File: src/rtl/ariane_pkg.sv
// Shared scoreboard types and sizing constants.
package ariane_pkg;

  localparam int unsigned NR_SB_ENTRIES = 4;
  localparam int unsigned NR_WB_PORTS   = 3;
  localparam int unsigned TRANS_ID_BITS = $clog2(NR_SB_ENTRIES);

  // Functional unit an instruction is dispatched to; NONE means it writes no register.
  typedef enum logic [2:0] {
    NONE, LOAD, STORE, ALU, CTRL_FLOW, MULT, CSR
  } fu_t;

  typedef struct packed {
    logic [63:0] cause;
    logic [63:0] tval;
    logic        valid;
  } exception;

  typedef struct packed {
    logic [63:0]              pc;
    logic [TRANS_ID_BITS-1:0] trans_id;
    fu_t                      fu;
    logic [4:0]               rs1;
    logic [4:0]               rs2;
    logic [4:0]               rd;
    logic [63:0]              result;
    logic                     valid;
    exception                 ex;
  } scoreboard_entry;

endpackage

File: src/rtl/sb_rd_lookup.sv
// Youngest-match operand lookup for one source register.
// Walks the in-flight entries oldest to youngest so the last hit is the youngest writer.
module sb_rd_lookup
  import ariane_pkg::*;
#(
  parameter int unsigned NR_ENTRIES    = ariane_pkg::NR_SB_ENTRIES,
  parameter int unsigned TRANS_ID_BITS = $clog2(NR_ENTRIES)
) (
  input  scoreboard_entry [NR_ENTRIES-1:0] entries_i,
  input  logic [NR_ENTRIES-1:0]            allocated_i,
  input  logic [TRANS_ID_BITS-1:0]         head_i,
  input  logic [4:0]                       rs_i,
  output logic [63:0]                      data_o,
  output logic                             valid_o
);

  logic [TRANS_ID_BITS-1:0] idx;
  logic [63:0]              hit_data;
  logic                     hit_valid;

  // Age-ordered scan; a younger pending writer overrides an older completed one.
  always_comb begin
    idx       = '0;
    hit_data  = '0;
    hit_valid = 1'b0;
    for (int k = 0; k < NR_ENTRIES; k++) begin
      idx = head_i + TRANS_ID_BITS'(k);
      if (allocated_i[idx] && entries_i[idx].rd == rs_i && entries_i[idx].fu != NONE) begin
        hit_valid = entries_i[idx].valid;
        hit_data  = entries_i[idx].result;
      end
    end
    valid_o = (rs_i != 5'd0) && hit_valid;
    data_o  = valid_o ? hit_data : 64'd0;
  end

endmodule

File: src/rtl/scoreboard.sv
// In-order instruction scoreboard: circular buffer of in-flight entries with
// multi-port writeback, in-order commit and a pending-write (clobber) vector.
// Optional operand forwarding to issue is built when SB_FORWARD_EN is defined.
module scoreboard
  import ariane_pkg::*;
#(
  parameter int unsigned NR_ENTRIES    = ariane_pkg::NR_SB_ENTRIES,
  parameter int unsigned NR_WB_PORTS   = ariane_pkg::NR_WB_PORTS,
  parameter int unsigned TRANS_ID_BITS = $clog2(NR_ENTRIES)
) (
  input  logic                                      clk_i,
  input  logic                                      rst_i,
  input  logic                                      flush_i,
  output logic                                      full_o,
  input  scoreboard_entry                           decoded_instr_i,
  input  logic                                      decoded_instr_valid_i,
  output logic                                      decoded_instr_ack_o,
  output logic [TRANS_ID_BITS-1:0]                  trans_id_o,
  input  logic [NR_WB_PORTS-1:0]                    wb_valid_i,
  input  logic [NR_WB_PORTS-1:0][TRANS_ID_BITS-1:0] wb_trans_id_i,
  input  logic [NR_WB_PORTS-1:0][63:0]              wb_data_i,
  input  exception [NR_WB_PORTS-1:0]                wb_ex_i,
  output scoreboard_entry                           commit_instr_o,
  output logic                                      commit_valid_o,
  input  logic                                      commit_ack_i,
  output logic [31:0]                               rd_clobber_o,
  input  logic [4:0]                                rs1_i,
  input  logic [4:0]                                rs2_i,
  output logic [63:0]                               rs1_o,
  output logic [63:0]                               rs2_o,
  output logic                                      rs1_valid_o,
  output logic                                      rs2_valid_o
);

  scoreboard_entry          mem_reg  [NR_ENTRIES];
  scoreboard_entry          mem_next [NR_ENTRIES];
  logic [NR_ENTRIES-1:0]    allocated_reg, allocated_next;
  logic [TRANS_ID_BITS-1:0] head_reg, head_next;
  logic [TRANS_ID_BITS-1:0] tail_reg, tail_next;
  logic [TRANS_ID_BITS:0]   count_reg, count_next;
  logic                     alloc, pop;

  logic                     wb_hit     [NR_ENTRIES];
  logic [63:0]              wb_data_sel[NR_ENTRIES];
  exception                 wb_ex_sel  [NR_ENTRIES];

  assign full_o              = (count_reg == (TRANS_ID_BITS+1)'(NR_ENTRIES));
  assign decoded_instr_ack_o = decoded_instr_valid_i & ~full_o & ~flush_i;
  assign alloc               = decoded_instr_ack_o;
  assign trans_id_o          = tail_reg;
  assign commit_instr_o      = mem_reg[head_reg];
  assign commit_valid_o      = allocated_reg[head_reg] & mem_reg[head_reg].valid;
  assign pop                 = commit_ack_i & commit_valid_o;

  // Per-entry writeback select; scanning high to low lets the lowest port win.
  for (genvar gi = 0; gi < NR_ENTRIES; gi++) begin : g_wb_sel
    always_comb begin
      wb_hit[gi]      = 1'b0;
      wb_data_sel[gi] = '0;
      wb_ex_sel[gi]   = '0;
      for (int p = int'(NR_WB_PORTS) - 1; p >= 0; p--) begin
        if (wb_valid_i[p] && wb_trans_id_i[p] == TRANS_ID_BITS'(gi)) begin
          wb_hit[gi]      = 1'b1;
          wb_data_sel[gi] = wb_data_i[p];
          wb_ex_sel[gi]   = wb_ex_i[p];
        end
      end
    end
  end

  // Next-state: flush overrides everything, otherwise writeback, pop and allocate.
  always_comb begin
    mem_next       = mem_reg;
    allocated_next = allocated_reg;
    head_next      = head_reg;
    tail_next      = tail_reg;
    count_next     = count_reg;
    if (flush_i) begin
      for (int i = 0; i < NR_ENTRIES; i++) mem_next[i].valid = 1'b0;
      allocated_next = '0;
      head_next      = '0;
      tail_next      = '0;
      count_next     = '0;
    end else begin
      for (int i = 0; i < NR_ENTRIES; i++) begin
        if (allocated_reg[i] && wb_hit[i]) begin
          mem_next[i].result = wb_data_sel[i];
          mem_next[i].valid  = 1'b1;
          if (wb_ex_sel[i].valid) mem_next[i].ex = wb_ex_sel[i];
        end
      end
      if (pop) begin
        allocated_next[head_reg] = 1'b0;
        head_next                = head_reg + TRANS_ID_BITS'(1);
      end
      // The tail slot is never allocated when alloc fires, so no writeback can collide.
      if (alloc) begin
        mem_next[tail_reg]          = decoded_instr_i;
        mem_next[tail_reg].trans_id = tail_reg;
        mem_next[tail_reg].valid    = 1'b0;
        allocated_next[tail_reg]    = 1'b1;
        tail_next                   = tail_reg + TRANS_ID_BITS'(1);
      end
      if (alloc && !pop)      count_next = count_reg + (TRANS_ID_BITS+1)'(1);
      else if (!alloc && pop) count_next = count_reg - (TRANS_ID_BITS+1)'(1);
    end
  end

  // State register; reset also clears the entry storage.
  always_ff @(posedge clk_i or posedge rst_i) begin
    if (rst_i) begin
      for (int i = 0; i < NR_ENTRIES; i++) mem_reg[i] <= '0;
      allocated_reg <= '0;
      head_reg      <= '0;
      tail_reg      <= '0;
      count_reg     <= '0;
    end else begin
      for (int i = 0; i < NR_ENTRIES; i++) mem_reg[i] <= mem_next[i];
      allocated_reg <= allocated_next;
      head_reg      <= head_next;
      tail_reg      <= tail_next;
      count_reg     <= count_next;
    end
  end

  // Pending-write vector; x0 is never reported as clobbered.
  always_comb begin
    rd_clobber_o = '0;
    for (int i = 0; i < NR_ENTRIES; i++) begin
      if (allocated_reg[i] && mem_reg[i].fu != NONE) rd_clobber_o[mem_reg[i].rd] = 1'b1;
    end
    rd_clobber_o[0] = 1'b0;
  end

`ifdef SB_FORWARD_EN
  scoreboard_entry [NR_ENTRIES-1:0] entries_flat;

  for (genvar gi = 0; gi < NR_ENTRIES; gi++) begin : g_flat
    assign entries_flat[gi] = mem_reg[gi];
  end

  sb_rd_lookup #(
    .NR_ENTRIES   (NR_ENTRIES),
    .TRANS_ID_BITS(TRANS_ID_BITS)
  ) i_rs1_lookup (
    .entries_i  (entries_flat),
    .allocated_i(allocated_reg),
    .head_i     (head_reg),
    .rs_i       (rs1_i),
    .data_o     (rs1_o),
    .valid_o    (rs1_valid_o)
  );

  sb_rd_lookup #(
    .NR_ENTRIES   (NR_ENTRIES),
    .TRANS_ID_BITS(TRANS_ID_BITS)
  ) i_rs2_lookup (
    .entries_i  (entries_flat),
    .allocated_i(allocated_reg),
    .head_i     (head_reg),
    .rs_i       (rs2_i),
    .data_o     (rs2_o),
    .valid_o    (rs2_valid_o)
  );
`else
  logic unused_rs;
  assign unused_rs   = ^{rs1_i, rs2_i};
  assign rs1_o       = '0;
  assign rs2_o       = '0;
  assign rs1_valid_o = 1'b0;
  assign rs2_valid_o = 1'b0;
`endif

endmodule

File: config.mk
export PLATFORM = sky130hd
export DESIGN_NAME = scoreboard
export DESIGN_NICKNAME = d
export VERILOG_FILES = /design/src/rtl/ariane_pkg.sv /design/src/rtl/sb_rd_lookup.sv /design/src/rtl/scoreboard.sv
export SDC_FILE = /design/constraint.sdc
export NUM_CORES = 2
export LEC_CHECK = 0
export CORE_AREA = 2 2 514 516
export CTS_BUF_LIST = sky130_fd_sc_hd__clkbuf_4
export DETAILED_ROUTE_END_ITERATION = 16
export DIE_AREA = 0 0 516 518
export PLACE_DENSITY = 0.42
export SLEW_MARGIN = 20
export SYNTH_ARGS = -nofsm -noshare
export SYNTH_HDL_FRONTEND = slang
export SYNTH_SLANG_ARGS = --single-unit
File: constraint.sdc
create_clock -name clk_i -period 74 [get_ports clk_i]
set_input_delay 14.8 -clock clk_i [delete_from_list [all_inputs] [get_ports clk_i]]
set_output_delay 14.8 -clock clk_i [all_outputs]
set_load 0.005 [all_outputs]
* Yosys cells after proc, flatten, opt, wreduce, memory -nomap -nowiden
Cells that the tools add are included.
** Storage, ports and cells
- Flip-flop bits (word level) :: 1123
- Input port bits :: 881
- Word-level logic and storage cells :: 227
** Operators by class
- Add/sub/neg operators :: 4
- Magnitude comparators :: 15
- Eq/ne operators :: 10
- Multiplexer cells :: 94
- Bitwise gates (word level) :: 14
- Reductions and logical operators :: 42
** Operator list (count)
- $bwmux W1112 :: 3
- $mux W129 :: 16
- $demux W278 S2 :: 3
- $mux W194 :: 8
- $mux W1028 :: 1
- $mux W278 :: 3
- $mux W64 :: 12
- $bmux W278 S2 :: 1
- $mux W214 :: 1
- $mux W130 :: 1
- $mux W32 :: 4
- $or A32 B32 Y32 :: 3
- $logic_and A1 B1 Y1 :: 29
- $lt A5 B6 Y1 const B :: 4
- $mux W1 :: 23
- $demux W1 S5 :: 4
- $ge A5 B1 Y1 const B :: 4
- $mux W4 :: 4
- $reduce_bool A3 Y1 :: 5
- $eq A2 B2 Y1 const B :: 6
- $mux W3 :: 3
- $mux W2 :: 4
- $eq A2 B1 Y1 const B :: 3
- $ge A3 B3 Y1 const B :: 2
- 19 further kinds :: 32

* Logic depth before layout (Yosys ltp)
- Depth after elaboration :: 13
- Mapped depth :: 9

* Worst setup path after synthesis
Ideal clock, no wire load.
- Path kind :: in2out
- Start :: input port flush_i
- End :: output port decoded_instr_ack_o
- Data arrival time :: 15.933 ns
- Data required time :: 59.200 ns
- Path slack :: 43.267 ns
- Stages :: 5
- Path buffers :: 4
- Cells stage by stage :: buf_2 -> buf_1 -> clkbuf_1 -> clkbuf_1 -> nor2_1
** Between the ends
- Cells in the longest elaborated chain, start to end :: 2
** RTL lines
- from (decl) :: RTL line scoreboard.sv:13 : input logic flush_i,
- $not A1 Y1 (no line)
- $and A1 B1 Y1 :: RTL line scoreboard.sv:48 : assign decoded_instr_ack_o = decoded_instr_valid_i & ~full_o & ~flush_i;
- to (decl) :: RTL line scoreboard.sv:17 : output logic decoded_instr_ack_o,
Every way passes these cells.

* Worst setup path in the final report
- Start :: input port decoded_instr_valid_i
- End :: output port decoded_instr_ack_o
** Between the ends
- Cells in the longest elaborated chain, start to end :: 2
** RTL lines
- from (decl) :: RTL line scoreboard.sv:16 : input logic decoded_instr_valid_i,
- $and A1 B1 Y1 (2 in series) :: RTL line scoreboard.sv:48
Every way passes these cells.

==> flow_summary_export.csv <==
group,metric,value,unit
outcome,status,"finished with violations",
outcome,violations,"slew limit",
synthesis,seq_area_frac_synth,0.4083,
global_routing,grt.overflow.total,0,
synthesis,syn_avg_cell_area,9.441,um^2
setup_path,r2r-start,"trans_id_o[0]$_DFFE_PP0P_",
clocking,tritoncts,"built",
setup_path,rr_endpoint,"mem_reg[973]$_DFFE_PP0N_",
floorplanning,dieWidth,516,um
pwr,vdd_drop_max,0.01159,mV
timing,final_hold_viol_count,0,
global_routing,track_usage,0.3121,
setup_path,cp-end-kind,"output port",
pwr,seqPwrFrac,0.414,
setup_path,endpoint,"decoded_instr_ack_o",
placed_design,dp.final_hpwl,259200,um
job,maxCapViolations,0,
timing,fin_ws,42210,ps
synthesis,synth_warnings,0,
setup_path,worstPathRequired,59200,ps
timing,timing.hold.ws,470.8,ps
detailed_routing,drt-wirelength-per-cell,36.32,um
clocking,htreeDepth,5,
cells_and_area,multiInputGateArea,36840,um^2
timing,final_max_slew_viol_count,15,
setup_path,r2r_cells,9,
detailed_routing,viasPerCell,6.212,
clocking,cts-root-buf,"clkbuf_4",
clocking,clock_sinks,1123,
pwr,cell_internal_pwr,1577,uW
pwr,switching_share,0.3402,
synthesis,synthTopCellsByArea,"dfrtp_1 41%, mux4_2 9.1%, a221o_1 8.1%",
worst_hold_path,hp-class,"flip-flop to flip-flop",
setup_path,worstSetupPathType,"primary input to output port",
detailed_routing,ant_nets,0,
clocking,clk_path_buf_depth,4,
synthesis,synthArstFlopShare,1.000,
placed_design,io_buffer_count,1181,
timing,slew_headroom,-0.01232,
floorplanning,fp-row-count,188,
cells_and_area,seqCellArea,28110,um^2
placed_design,dpl_worst_slack,42210,ps
global_routing,grt_pass1_vias,71450,
pwr,power.leakage,0.03440,uW
setup_path,cp_max_fo,12,
synthesis,syn_area,68830,um^2
placed_design,place_area,82640,um^2
pwr,combPwrFrac,0.316,
global_routing,antenna_found_initial,266,
placed_design,gp_congestion,0.8919,
timing,finClkSkew,148.8,ps
clocking,cts_buffers,360,
synthesis,syn_inst,7290,
synthesis,synth-main-ff-cell,"dfrtp_1",
clocking,clkLatencyLatePin,1330,ps
floorplanning,start_util,0.2631,
synthesis,synth_edf_count,0,
timing,fmax,0.03146,GHz
setup_path,arrival,16990,ps
timing,tightest_slew,1518,ps
detailed_routing,drt_first_pass_iters,9,
timing,setup_viol,0,
detailed_routing,via_count,74750,
floorplanning,dieArea,267300,um^2
global_routing,grt_pass1_wl,597700,um
pwr,power_density,27.36,nW/um^2
floorplanning,die_y,518,um
cells_and_area,fin_area,87350,um^2
synthesis,ys_ff_latch,1123,
cells_and_area,layout-drive-gt1-share,0.1373,
synthesis,synth.distinct_cells,72,
cells_and_area,fill_cells,26900,
pwr,clock_power_share,0.270,
timing,fin_crit_sh,0.4296,
detailed_routing,dr.first_iter.drc_count,11210,
cells_and_area,area_delta_synth_final,26.91,%
timing,fin_tns_setup,0,ps
floorplanning,design.core.area,261600,um^2
clocking,path_clk_slew,60,ps
detailed_routing,drc,0,
timing,rsz0062_at_grt,"no",
setup_path,cp-startpoint,"decoded_instr_valid_i",
detailed_routing,wl,437100,um
pwr,p_switching,813.2,uW
global_routing,grt_start_max_net_pins,149,
setup_path,start_kind,"primary input",
setup_path,r2r_slack,69650,ps
cells_and_area,fin_nets,9030,
synthesis,netlist.area_leader.share,0.4083,
clocking,cts_setup_buffers,0,
timing,post-route-min-period,31790,ps
floorplanning,ios,1326,
clocking,ctsResizeCount,0,
clocking,cts_hold_buf,0,
synthesis,yosysTopAreaCell,"dfrtp_1",
cells by family after synthesis:
family / after synthesis / share of synthesized area
AND/OR/NAND/NOR: 2426 / 0.1512
adder cells (fa/ha/maj): 9 / 0.001745
other: 1 / 0.00005449
buffers and inverters: 1005 / 0.06670
flip-flops: 1123 / 0.4083
XOR/XNOR: 3 / 0.0003818
multiplexers: 282 / 0.09173
AO/OA/AOI/OAI: 2441 / 0.2799
worst min path at each step:
stage / to / slack, ps / cells after the start
3_3_place_gp: flip-flop / 450 / 2
5_1_grt: flip-flop / 490 / 2
4_1_cts: flip-flop / 470 / 2
2_1_floorplan: flip-flop / 440 / 2
6_report: flip-flop / 470 / 2
3_5_place_dp: flip-flop / 460 / 2
layout make-up:
type / instances / share of cell area
Clock inverter: 85 / 0.005644
Antenna cell: 149 / 0.004269
Multi-Input combinational cell: 5292 / 0.4217
Tap cell: 3515 / 0.05035
Sequential cell: 1123 / 0.3218
Inverter: 23 / 0.001089
Timing Repair Buffer: 1340 / 0.1516
Clock buffer: 506 / 0.04349
cells in the mapped netlist, types with 8 or more instances:
| cell type | number |
|---|---|
| a31oi_1 | 129 |
| o21ai_1 | 43 |
| inv_1 | 22 |
| mux4_2 | 279 |
| clkbuf_1 | 599 |
| o2bb2ai_1 | 129 |
| o22ai_1 | 12 |
| a221o_1 | 560 |
| a21oi_1 | 265 |
| o221ai_1 | 14 |
| nor2_1 | 615 |
| nand3b_1 | 11 |
| and2_1 | 9 |
| nor3_2 | 31 |
| a21o_1 | 67 |
| buf_2 | 146 |
| nand3_1 | 140 |
| nor3b_1 | 10 |
| and3b_1 | 11 |
| o221a_2 | 94 |
| buf_4 | 141 |
| nand2_1 | 1079 |
| ha_1 | 8 |
| and3_1 | 9 |
| dfrtp_1 | 1123 |
| o21ai_0 | 386 |
| o22a_1 | 128 |
| a221oi_1 | 576 |
| buf_1 | 81 |
| buf_6 | 14 |
| a22oi_1 | 10 |
| nor3_1 | 465 |
| or3_1 | 9 |
stage by stage:
stage	instances	utilization	total power, uW
floorplan	7420	-	1376
global placement	11290	0.3159	1729
detailed placement	11290	0.3159	1741
CTS	11880	0.3323	2402
global route	11990	0.3335	2517
finish	12030	0.3339	2390
critical path, stage by stage:
cell and delay (ps):
clkdlybuf4s50_1 810, nand2_1 350, nor2_1 200, clkdlybuf4s50_1 810
per-layer routing:
| layer | up-vias | routed length (um) | track usage |
|---|---|---|---|
| li1 | 30010 | - | - |
| met1 | 37670 | 171400 | 0.4049 |
| met2 | 5701 | 190100 | 0.4579 |
| met3 | 1230 | 50520 | 0.09897 |
| met4 | 138 | 24030 | 0.1707 |
| met5 | - | 996 | 0 |
power groups by stage:
stage,combinational (uW),sequential [uW],clock (uW)
2_1_floorplan,427,950,0
3_3_place_gp,740,989,0
3_5_place_dp,749,993,0
4_1_cts,751,986,665
5_1_grt,804,1020,696
6_report,756,990,644
cell usage in the layout (no fill, tap or decap), drive strengths merged, types with 279 or more instances in the layout:
master,n
nor2,616
clkdlybuf4s50,1180
a221o,560
clkbuf,507
o21ai,430
nor3,496
nand2,1079
a221oi,576
mux4,279
dfrtp,1123
Note: power is estimated with default switching activity, not from simulation.
